<file path="src/rtl/paddsb_accum_ctrl_if.sv">
// Operand, control and result signals of the PADDSB accumulate sequencer.
// master drives commands and operands; slave is the sequencer itself.
interface paddsb_accum_ctrl_if #(
  parameter int LEN_W = 8
);
  logic             start;
  logic [LEN_W-1:0] len;
  logic [15:0]      init_val;
  logic             abort;
  logic             in_valid;
  logic             in_ready;
  logic [15:0]      in_data;
  logic             out_valid;
  logic             out_ready;
  logic [15:0]      result;
  logic [3:0]       ovf;
  logic             busy;

  modport master (
    output start, len, init_val, abort, in_valid, in_data, out_ready,
    input  in_ready, out_valid, result, ovf, busy
  );

  modport slave (
    input  start, len, init_val, abort, in_valid, in_data, out_ready,
    output in_ready, out_valid, result, ovf, busy
  );
endinterface

</file>
<file path="src/rtl/paddsb_accum_ctrl.sv">
// Accumulates a stream of packed 4x4-bit signed operands with per-lane
// saturation and sticky per-lane overflow, using start/busy and valid/ready.
module paddsb_accum_ctrl #(
  parameter int LEN_W = 8
) (
  input  logic                clk,
  input  logic                rst,
  paddsb_accum_ctrl_if.slave  bus
);

  typedef enum logic [1:0] {
    S_IDLE  = 2'd0,
    S_ACCUM = 2'd1,
    S_DONE  = 2'd2
  } state_t;

  state_t           r_state;
  state_t           w_state_nxt;
  logic [15:0]      r_acc;
  logic [15:0]      w_acc_nxt;
  logic [3:0]       r_sticky;
  logic [3:0]       w_sticky_nxt;
  logic [LEN_W-1:0] r_count;
  logic [LEN_W-1:0] w_count_nxt;
  logic [15:0]      r_result;
  logic [3:0]       r_ovf;
  logic [15:0]      w_sum;
  logic [3:0]       w_lane_ovf;
  logic             w_in_ready;
  logic             w_out_valid;
  logic             w_load_out;

  // Per-lane saturating add, lanes fully independent (no inter-lane carry).
  always_comb begin
    w_sum      = '0;
    w_lane_ovf = '0;
    for (int unsigned i = 0; i < 4; i++) begin
      logic [3:0] a;
      logic [3:0] b;
      logic [3:0] raw;
      logic       ov;
      a   = r_acc[4*i +: 4];
      b   = bus.in_data[4*i +: 4];
      raw = a + b;
      ov  = (a[3] == b[3]) && (raw[3] != a[3]);
      w_lane_ovf[i]   = ov;
      w_sum[4*i +: 4] = ov ? (a[3] ? 4'b1000 : 4'b0111) : raw;
    end
  end

  always_ff @(posedge clk or posedge rst) begin
    if (rst) begin
      r_state <= S_IDLE;
    end else begin
      r_state <= w_state_nxt;
    end
  end

  always_comb begin
    w_state_nxt  = r_state;
    w_acc_nxt    = r_acc;
    w_sticky_nxt = r_sticky;
    w_count_nxt  = r_count;
    w_in_ready   = 1'b0;
    w_out_valid  = (r_state == S_DONE);
    if (bus.abort) begin
      w_state_nxt  = S_IDLE;
      w_sticky_nxt = '0;
    end else begin
      unique case (r_state)
        S_IDLE: begin
          if (bus.start) begin
            w_acc_nxt    = bus.init_val;
            w_sticky_nxt = '0;
            w_count_nxt  = bus.len;
            w_state_nxt  = (bus.len != '0) ? S_ACCUM : S_DONE;
          end
        end
        S_ACCUM: begin
          w_in_ready = 1'b1;
          if (bus.in_valid) begin
            w_acc_nxt    = w_sum;
            w_sticky_nxt = r_sticky | w_lane_ovf;
            w_count_nxt  = r_count - 1'b1;
            if (r_count == LEN_W'(1)) begin
              w_state_nxt = S_DONE;
            end
          end
        end
        S_DONE: begin
          if (bus.out_ready) begin
            w_state_nxt = S_IDLE;
          end
        end
        default: begin
          w_state_nxt = S_IDLE;
        end
      endcase
    end
  end

  // Result registers are loaded on the transition into DONE so the final
  // sum is already visible in the first DONE cycle.
  assign w_load_out = (w_state_nxt == S_DONE) && (r_state != S_DONE);

  always_ff @(posedge clk or posedge rst) begin
    if (rst) begin
      r_acc    <= '0;
      r_sticky <= '0;
      r_count  <= '0;
      r_result <= '0;
      r_ovf    <= '0;
    end else begin
      r_acc    <= w_acc_nxt;
      r_sticky <= w_sticky_nxt;
      r_count  <= w_count_nxt;
      if (w_load_out) begin
        r_result <= w_acc_nxt;
        r_ovf    <= w_sticky_nxt;
      end
    end
  end

  assign bus.in_ready  = w_in_ready;
  assign bus.out_valid = w_out_valid;
  assign bus.result    = r_result;
  assign bus.ovf       = r_ovf;
  assign bus.busy      = (r_state != S_IDLE);

endmodule

</file>
<file path="src/flat_wrapper.sv">
// flat-port wrapper written by rule: the top's interface ports become plain ports
module paddsb_accum_ctrl_flat 
#(
  parameter int LEN_W = 8
)
  (clk, rst, bus_start, bus_len, bus_init_val, bus_abort, bus_in_valid, bus_in_data, bus_out_ready, bus_in_ready, bus_out_valid, bus_result, bus_ovf, bus_busy);
  paddsb_accum_ctrl_if #(.LEN_W(LEN_W)) bus_i ();
  input  logic clk;
  input  logic rst;
  input wire logic [$bits(bus_i.start)-1:0] bus_start;
  input wire logic [$bits(bus_i.len)-1:0] bus_len;
  input wire logic [$bits(bus_i.init_val)-1:0] bus_init_val;
  input wire logic [$bits(bus_i.abort)-1:0] bus_abort;
  input wire logic [$bits(bus_i.in_valid)-1:0] bus_in_valid;
  input wire logic [$bits(bus_i.in_data)-1:0] bus_in_data;
  input wire logic [$bits(bus_i.out_ready)-1:0] bus_out_ready;
  output wire logic [$bits(bus_i.in_ready)-1:0] bus_in_ready;
  output wire logic [$bits(bus_i.out_valid)-1:0] bus_out_valid;
  output wire logic [$bits(bus_i.result)-1:0] bus_result;
  output wire logic [$bits(bus_i.ovf)-1:0] bus_ovf;
  output wire logic [$bits(bus_i.busy)-1:0] bus_busy;
  assign bus_i.start = bus_start;
  assign bus_i.len = bus_len;
  assign bus_i.init_val = bus_init_val;
  assign bus_i.abort = bus_abort;
  assign bus_i.in_valid = bus_in_valid;
  assign bus_i.in_data = bus_in_data;
  assign bus_i.out_ready = bus_out_ready;
  assign bus_in_ready = bus_i.in_ready;
  assign bus_out_valid = bus_i.out_valid;
  assign bus_result = bus_i.result;
  assign bus_ovf = bus_i.ovf;
  assign bus_busy = bus_i.busy;
  paddsb_accum_ctrl #(.LEN_W(LEN_W)) u_core (.clk(clk), .rst(rst), .bus(bus_i));
endmodule
</file>
<file path="config.mk">
export PLATFORM = sky130hd
export DESIGN_NAME = paddsb_accum_ctrl_flat
export DESIGN_NICKNAME = d
export VERILOG_FILES = /design/src/rtl/paddsb_accum_ctrl_if.sv /design/src/rtl/paddsb_accum_ctrl.sv /design/src/flat_wrapper.sv
export SDC_FILE = /design/constraint.sdc
export NUM_CORES = 1
export LEC_CHECK = 0
export ABC_AREA = 1
export BUFFER_PORTS_ARGS = -buffer_cell sky130_fd_sc_hd__buf_2
export CAP_MARGIN = 40
export CORE_ASPECT_RATIO = 1.75
export CORE_MARGIN = 4
export CORE_UTILIZATION = 30
export DETAILED_ROUTE_END_ITERATION = 8
export PLACE_DENSITY_LB_ADDON = 0.08
export SYNTH_ARGS = -nofsm -noshare
export SYNTH_HDL_FRONTEND = slang
export SYNTH_SLANG_ARGS = --single-unit
</file>
<file path="constraint.sdc">
create_clock -name clk -period 1.75 [get_ports clk]
set_clock_uncertainty 0.2 [all_clocks]
set_input_delay 0.2625 -clock clk [delete_from_list [all_inputs] [get_ports clk]]
set_output_delay 0.2625 -clock clk [all_outputs]
set_load 0.005 [all_outputs]
</file>
==> results of run 1 <==
[worst reg2reg max path: stages, from the launching register on]
cell,delay [ns]
dfrtp_1,0.42
ha_4,0.28
a21oi_4,0.20
nand2_4,0.09
nand2_4,0.09
nand3_2,0.09
nand2_2,0.08
inv_2,0.05
nand2_2,0.07
nand2_1,0.05
nand3_1,0.07
nand2_1,0.06
[report_power, final]
group | leakage [uW] | switching, uW | total, uW | internal [uW]
clock | 0.0000640 | 427 | 952 | 525
sequential | 0.000642 | 144 | 1470 | 1330
combinational | 0.00182 | 867 | 1680 | 818
[cells by family after synthesis]
logic type / after synthesis
fa+ha+maj: 18
simple gates: 223
xor+xnor: 7
flops: 50
compound gates: 71
buf+inv: 63
[stage by stage]
stage / worst slack [ns] / hold WS (ns) / cells / setup TNS, ns / utilization
after floorplan: 0.0340 / 0.137 / 432 / 0 / -
after global placement: -0.221 / 0.144 / 667 / -3.44 / 0.383
after detailed placement: -0.248 / 0.137 / 667 / -3.93 / 0.383
after CTS: -0.0703 / 0.0663 / 688 / -0.463 / 0.424
after global routing: -0.184 / 0.107 / 698 / -3.51 / 0.456
final: -0.0930 / 0.0605 / 698 / -1.32 / 0.456
[path summary, 6_finish.rpt]
check | to | depth (start not counted)
worst max-delay path | u_core.bus.result[2] | 11
worst min-delay path | u_core.r_count[1] | 3
worst max register to register | u_core.bus.result[2] | 11
worst min register to register | u_core.bus.ovf[3] | 2
max in group asynchronous | u_core.r_state[0] | 4
min in group asynchronous | u_core.r_acc[10] | 4
[Yosys cell counts, drive strengths merged]
cell / n
nor2: 16
or2: 9
o21ai: 23
buf: 8
xor2: 6
nand2: 159
nand4: 5
o22ai: 3
a21boi: 9
a21oi: 28
nand3: 28
clkbuf: 2
ha: 14
fa: 4
o21a: 3
xnor2: 1
o211ai: 5
nor3: 4
and3: 1
nand3b: 1
inv: 53
dfrtp: 50
[timing repair]
item | 4_1_cts | 5_1_grt
gates resized for setup | 52 | 79
setup buffers | 13 | 8
endpoints found under the setup margin | 37 | 47
pin swaps | 21 | 28
hold buffers | 1 | 0
hold endpoints to repair | 50 | 0
gates cloned | 0 | 3
[sequential cells by signal, indices dropped and copies added, names as in the netlist]
register and cells:
u_core.bus.result 16, u_core.r_acc 16, u_core.r_count 8, u_core.bus.ovf 4
u_core.r_sticky 4, u_core.r_state 2
[final cells by class]
type	count	area (um2)	area share
clock buffer	7	133	0.0274
inverter	53	230	0.0475
multi-input combinational	319	2090	0.431
sequential	50	1250	0.259
tap	130	163	0.0335
timing repair buffer	138	972	0.201
timing repair inverter	1	8.76	0.00181
[routing by layer]
layer,global-route usage,routed length (um),part of all wire,vias to the layer above
met5,0,0,0,-
met4,0.0585,225,0.021,0
met3,0.0210,336,0.031,14
met2,0.335,6300,0.58,60
met1,0.176,4000,0.37,1606
li1,-,-,-,1663
==> impl_metrics.csv, run 1 <==
group,metric,value,unit
logic_synthesis,ys_seq_elements,50,
logic_synthesis,synth_compound_area_frac,0.124,
timing,post-route-min-period,1.84,ns
timing,hold_viol,0,
cts,cts_buffer_depth,2,
finish,stdcell_area,4850,um2
floorplan,io_pins,69,
cts,root_buffer,"clkbuf_16",
drt,antenna_left,0,
grt,first_global_vias,3505,
status,status,"complete, but fails checks",
power_and_ir_drop,peakVddDrop,0.446,mV
timing,worstMarginPinSlew,0.296,ns
critical_path,r2r_start,"u_core.r_acc[2]",
cts,insertion_delay,0.29,ns
logic_synthesis,synth_top_family_by_area,"simple AND/OR/NAND/NOR gates",
drt,drt_iter0_drc,129,
grt,grt_pass1_wl,16800,um
critical_path,ff2ff_setup_slack,-0.09,ns
critical_path,start_kind,"flip-flop",
critical_path,critPathSlowestCell,"dfrtp_1",
floorplan,initial_core_util,0.305,
critical_path,endpoint_kind,"flip-flop",
logic_synthesis,synth_nets,496,
cts,cts_num_sinks,50,
finish,layout-drive-gt1-share,0.431,
power_and_ir_drop,power-per-cell-area,847,nW/um2
critical_path,path_cells,"ha_4 > a21oi_4 > nand2_4 > nand2_4 > nand3_2 > nand2_2 > inv_2 > nand2_2 > nand2_1 > nand3_1 > nand2_1",
logic_synthesis,syn_inst,432,
logic_synthesis,synth.mux.area_fraction,0,
logic_synthesis,syn_area,3250,um2
drt,drc,0,
cts,path_clk_slew,0.07,ns
grt,grt_start_max_net_pins,51,
timing,rsz0062_at_grt,"true",
cts,htree_levels,2,
grt,overflow,0,
floorplan,die_area,12600,um2
power_and_ir_drop,p_leak,0.00253,uW
timing,maxSlewHeadroom,0.803,
status,violations,"setup timing",
floorplan,row_count,50,
drt,drt_pass1_iterations,4,
floorplan,die_y,146,um
critical_path,crit_buf_inv,1,
finish,syn2layout_area_growth,49.3,%
cts,tritoncts,"yes",
logic_synthesis,synth.avg_cell_area,7.52,um2
job,max_cap_violations,0,
critical_path,worstSetupPathType,"reg -> reg",
logic_synthesis,synth_area_leaders,"dfrtp_1, nand2_1, inv_1",
timing,finalCritPeriodShare,1.05,
drt,vias,3343,
critical_path,critical_path_required,1.74,ns
floorplan,fp.coreArea,10600,um2
place,place_area,4070,um2
timing,setup_viol,21,
drt,wl_per_cell,15.6,um
critical_path,critPathTopFamily,"simple AND/OR/NAND/NOR gates",
critical_path,crit_start,"u_core.r_acc[2]",
critical_path,max_stage_delay,0.42,ns
place,dp.final_hpwl,7890,um
finish,final_cell_mix,"nand2_1, buf_2, buf_4, dfrtp_1, inv_1",
place,io_buffers,68,
finish,antenna_cells,0,
timing,slew_violations,0,
finish,fin_nets,632,
logic_synthesis,yosysWarnings,0,
drt,avgViaCountPerCell,4.79,
finish,fill_cells,1120,
drt,routed_wl,10900,um
grt,track_usage,0.170,
hold_path,hold_path.class,"in -> reg",
floorplan,die-width,86.7,um
logic_synthesis,synth-simple-area-share,0.302,
logic_synthesis,synthAdderAreaFrac,0.0786,
place,gp_congestion,0.828,
critical_path,crit_arrival,1.83,ns
cts,numCtsBuffers,5,
grt,antenna_found_initial,0,
logic_synthesis,synth_top_area_share,0.385,
logic_synthesis,yosysSeqAreaShare,0.385,
power_and_ir_drop,power,4110,uW
logic_synthesis,synth.distinct_cells,34,
hold_path,hold_start,"bus_len[1]",
timing,fin_ws,-0.0930,ns
finish,mostFrequentLayoutCell,"nand2_1",
logic_synthesis,post-synth-top-area-cell,"dfrtp_1",
logic_synthesis,synth_xor_area_frac,0.0189,
timing,fmax,0.543,GHz
critical_path,worstPathMaxFanout,3,
(Power assumes the default switching activity.)
==> inputs of run 2 (changes only) <==
--- a/config.mk
+++ b/config.mk
@@ -5,13 +5,14 @@
 export SDC_FILE = /design/constraint.sdc
 export NUM_CORES = 1
 export LEC_CHECK = 0
-export ABC_AREA = 1
 export BUFFER_PORTS_ARGS = -buffer_cell sky130_fd_sc_hd__buf_2
 export CAP_MARGIN = 40
 export CORE_ASPECT_RATIO = 1.75
 export CORE_MARGIN = 4
 export CORE_UTILIZATION = 30
+export CTS_CLUSTER_DIAMETER = 50
 export DETAILED_ROUTE_END_ITERATION = 8
+export GPL_ROUTABILITY_DRIVEN = 0
 export PLACE_DENSITY_LB_ADDON = 0.08
 export SYNTH_ARGS = -nofsm -noshare
 export SYNTH_HDL_FRONTEND = slang
==> impl_metrics.csv, run 2 <==
group,metric,value,unit
hold_path,hold_path.class,"in -> reg",
floorplan,io_pins,69,
drt,avgViaCountPerCell,5.28,
grt,first_global_vias,3586,
finish,final_cell_mix,"buf_4, buf_2, dfrtp_1, buf_6, nand2_1",
cts,cts_num_sinks,50,
floorplan,die-width,86,um
timing,worstMarginPinSlew,0.405,ns
drt,antenna_left,0,
job,max_cap_violations,0,
status,status,"complete, but fails checks",
finish,layout-drive-gt1-share,0.570,
logic_synthesis,synth-edff-count,0,
timing,tns,-6.96,ns
critical_path,worstPathMaxFanout,3,
place,dp.final_hpwl,8010,um
finish,mostFrequentLayoutCell,"buf_4",
critical_path,worstSetupPathType,"reg -> reg",
floorplan,die_area,12400,um2
critical_path,critPathSlowestCell,"or4_4",
timing,maxSlewHeadroom,0.728,
logic_synthesis,async_flop_share,1.00,
power_and_ir_drop,power-per-cell-area,913,nW/um2
logic_synthesis,synth.distinct_cells,58,
drt,wl_per_cell,18.0,um
power_and_ir_drop,internal_power,3210,uW
grt,track_usage,0.184,
timing,hold_viol,0,
floorplan,initial_core_util,0.308,
cts,insertion_delay,0.30,ns
power_and_ir_drop,swShare,0.350,
cts,numCtsBuffers,5,
floorplan,row_count,49,
grt,grt_pass1_wl,17900,um
power_and_ir_drop,combPwrFrac,0.466,
drt,drt_pass1_iterations,4,
power_and_ir_drop,peakVddDrop,0.494,mV
critical_path,start_kind,"flip-flop",
critical_path,endpoint_kind,"flip-flop",
critical_path,path_cells,"ha_4 > inv_2 > fa_2 > xnor2_2 > a21oi_1 > or4_4 > a31oi_4",
floorplan,fp.coreArea,10400,um2
drt,drt_iter0_drc,81,
timing,fin_ws,-0.373,ns
logic_synthesis,synth_nets,403,
drt,routed_wl,11300,um
grt,overflow,0,
cts,path_clk_slew,0.07,ns
critical_path,max_stage_delay,0.50,ns
grt,grt_start_max_net_pins,51,
timing,rsz0062_at_grt,"true",
logic_synthesis,synth.avg_cell_area,9.42,um2
cts,cts_buffer_depth,2,
finish,fin_nets,563,
drt,drc,0,
logic_synthesis,yosysSeqAreaShare,0.392,
cts,root_buffer,"clkbuf_16",
finish,fin_util,0.523,
finish,syn2layout_area_growth,69.7,%
timing,setup_viol,39,
drt,vias,3309,
timing,slew_violations,0,
status,violations,"setup timing",
logic_synthesis,yosysWarnings,0,
power_and_ir_drop,clkPwrFrac,0.232,
critical_path,critical_path_required,1.78,ns
logic_synthesis,syn_area,3190,um2
timing,fmax,0.471,GHz
logic_synthesis,yosysMostFrequentCell,"dfrtp_1",
power_and_ir_drop,p_leak,0.00244,uW
floorplan,die_y,145,um
place,io_buffers,68,
logic_synthesis,ys_seq_elements,50,
logic_synthesis,post-synth-top-area-cell,"dfrtp_1",
power_and_ir_drop,switchingPower,1730,uW
timing,post-route-min-period,2.12,ns
timing,fin_hold_ws,0.00650,ns
grt,antenna_found_initial,0,
finish,antenna_cells,0,
critical_path,critPathTopFamily,"adder cells",
power_and_ir_drop,power,4950,uW
logic_synthesis,synth_top_area_share,0.392,
timing,finalCritPeriodShare,1.21,
power_and_ir_drop,power_frac_seq,0.302,
finish,fill_cells,978,
logic_synthesis,synth_area_leaders,"dfrtp_1, ha_1, a22oi_1",
critical_path,crit_arrival,2.15,ns
cts,tritoncts,"yes",
logic_synthesis,synth_flop_cell,"dfrtp_1",
critical_path,crit_buf_inv,1,
logic_synthesis,syn_inst,339,
logic_synthesis,synth_common_cells,"dfrtp_1, nand2_1, nor2_1, o21ai_0, inv_1",
cts,htree_levels,2,
-- run 2: cell count changes in the layout (fill, tap and decap cells not counted), moves of 11 or more --
cell     change
nand2_1     -98
a31oi_1     +12
inv_1       -30
buf_6       +19
nand2_2     -28
buf_4       +15
a21oi_1     -11
nor3_1      +13
-- run 2: cells by family after synthesis --
family,synth area share
and+or+nand+nor,0.192
buffers and inverters,0.0564
muxes,0.0290
DFF,0.392
AOI/OAI and AO/OA,0.241
adders and majority gates,0.0799
xor gates and xnor gates,0.0110
-- run 2: layout make-up --
| cell class | instances | area, um2 | share of cell area |
|---|---|---|---|
| Multi-Input combinational cell | 251 | 2460 | 0.454 |
| Timing Repair Buffer | 173 | 1310 | 0.242 |
| Sequential cell | 50 | 1250 | 0.231 |
| Tap cell | 127 | 159 | 0.0293 |
| Clock buffer | 6 | 129 | 0.0238 |
| Inverter | 18 | 67.6 | 0.0125 |
| Clock inverter | 2 | 37.5 | 0.00692 |
-- run 2: through the flow --
| step | worst slack, ns | cells | instance area [um2] |
|---|---|---|---|
| finish | -0.373 | 627 | 5420 |
| global route | -0.464 | 627 | 5420 |
| CTS | -0.423 | 618 | 5050 |
| detailed placement | -0.404 | 591 | 4330 |
| global placement | -0.398 | 591 | 4330 |
| floorplan | -0.296 | 339 | 3340 |
-- run 2: tightest hold or removal path, cell delays in order --
cell and delay [ns]:
buf_2 0.07, a22oi_1 0.07, nand2_1 0.07
-- run 2: path summary, 6_finish.rpt --
kind	startpoint	endpoint	slack (ns)	cells after the start
hold reg to reg	u_core.r_sticky[2]	u_core.r_sticky[2]	0.28	2
hold / removal	bus_init_val[4]	u_core.r_acc[4]	0.007	3
max in group asynchronous	rst	u_core.r_acc[13]	0.72	4
setup reg to reg	u_core.r_acc[8]	u_core.bus.result[10]	-0.37	7
min in group asynchronous	rst	u_core.bus.result[0]	0.35	4
setup / recovery	u_core.r_acc[8]	u_core.bus.result[10]	-0.37	7
-- run 2: routing by layer --
| metal | track usage | wire length (um) | vias up |
|---|---|---|---|
| li1 | - | - | 1590 |
| met3 | 0.0245 | 343 | 17 |
| met5 | 0 | 0 | - |
| met2 | 0.355 | 6410 | 56 |
| met4 | 0.0726 | 270 | 0 |
| met1 | 0.198 | 4240 | 1646 |
-- run 2: power groups by stage --
stage               clock network [uW]  logic (uW)  registers, uW
finish                            1150        2310           1500
detailed placement                   0        1650           1490
global placement                     0        1630           1490
floorplan                            0         976           1490
CTS                               1180        2000           1490
global route                      1220        2520           1520
-- run 2: what timing repair did --
item,CTS,global route
setup buffers,21,11
gates resized for setup,81,62
hold buffers,3,0
endpoints found under the hold margin,52,0
setup endpoints to repair,46,50
pin swaps,36,30
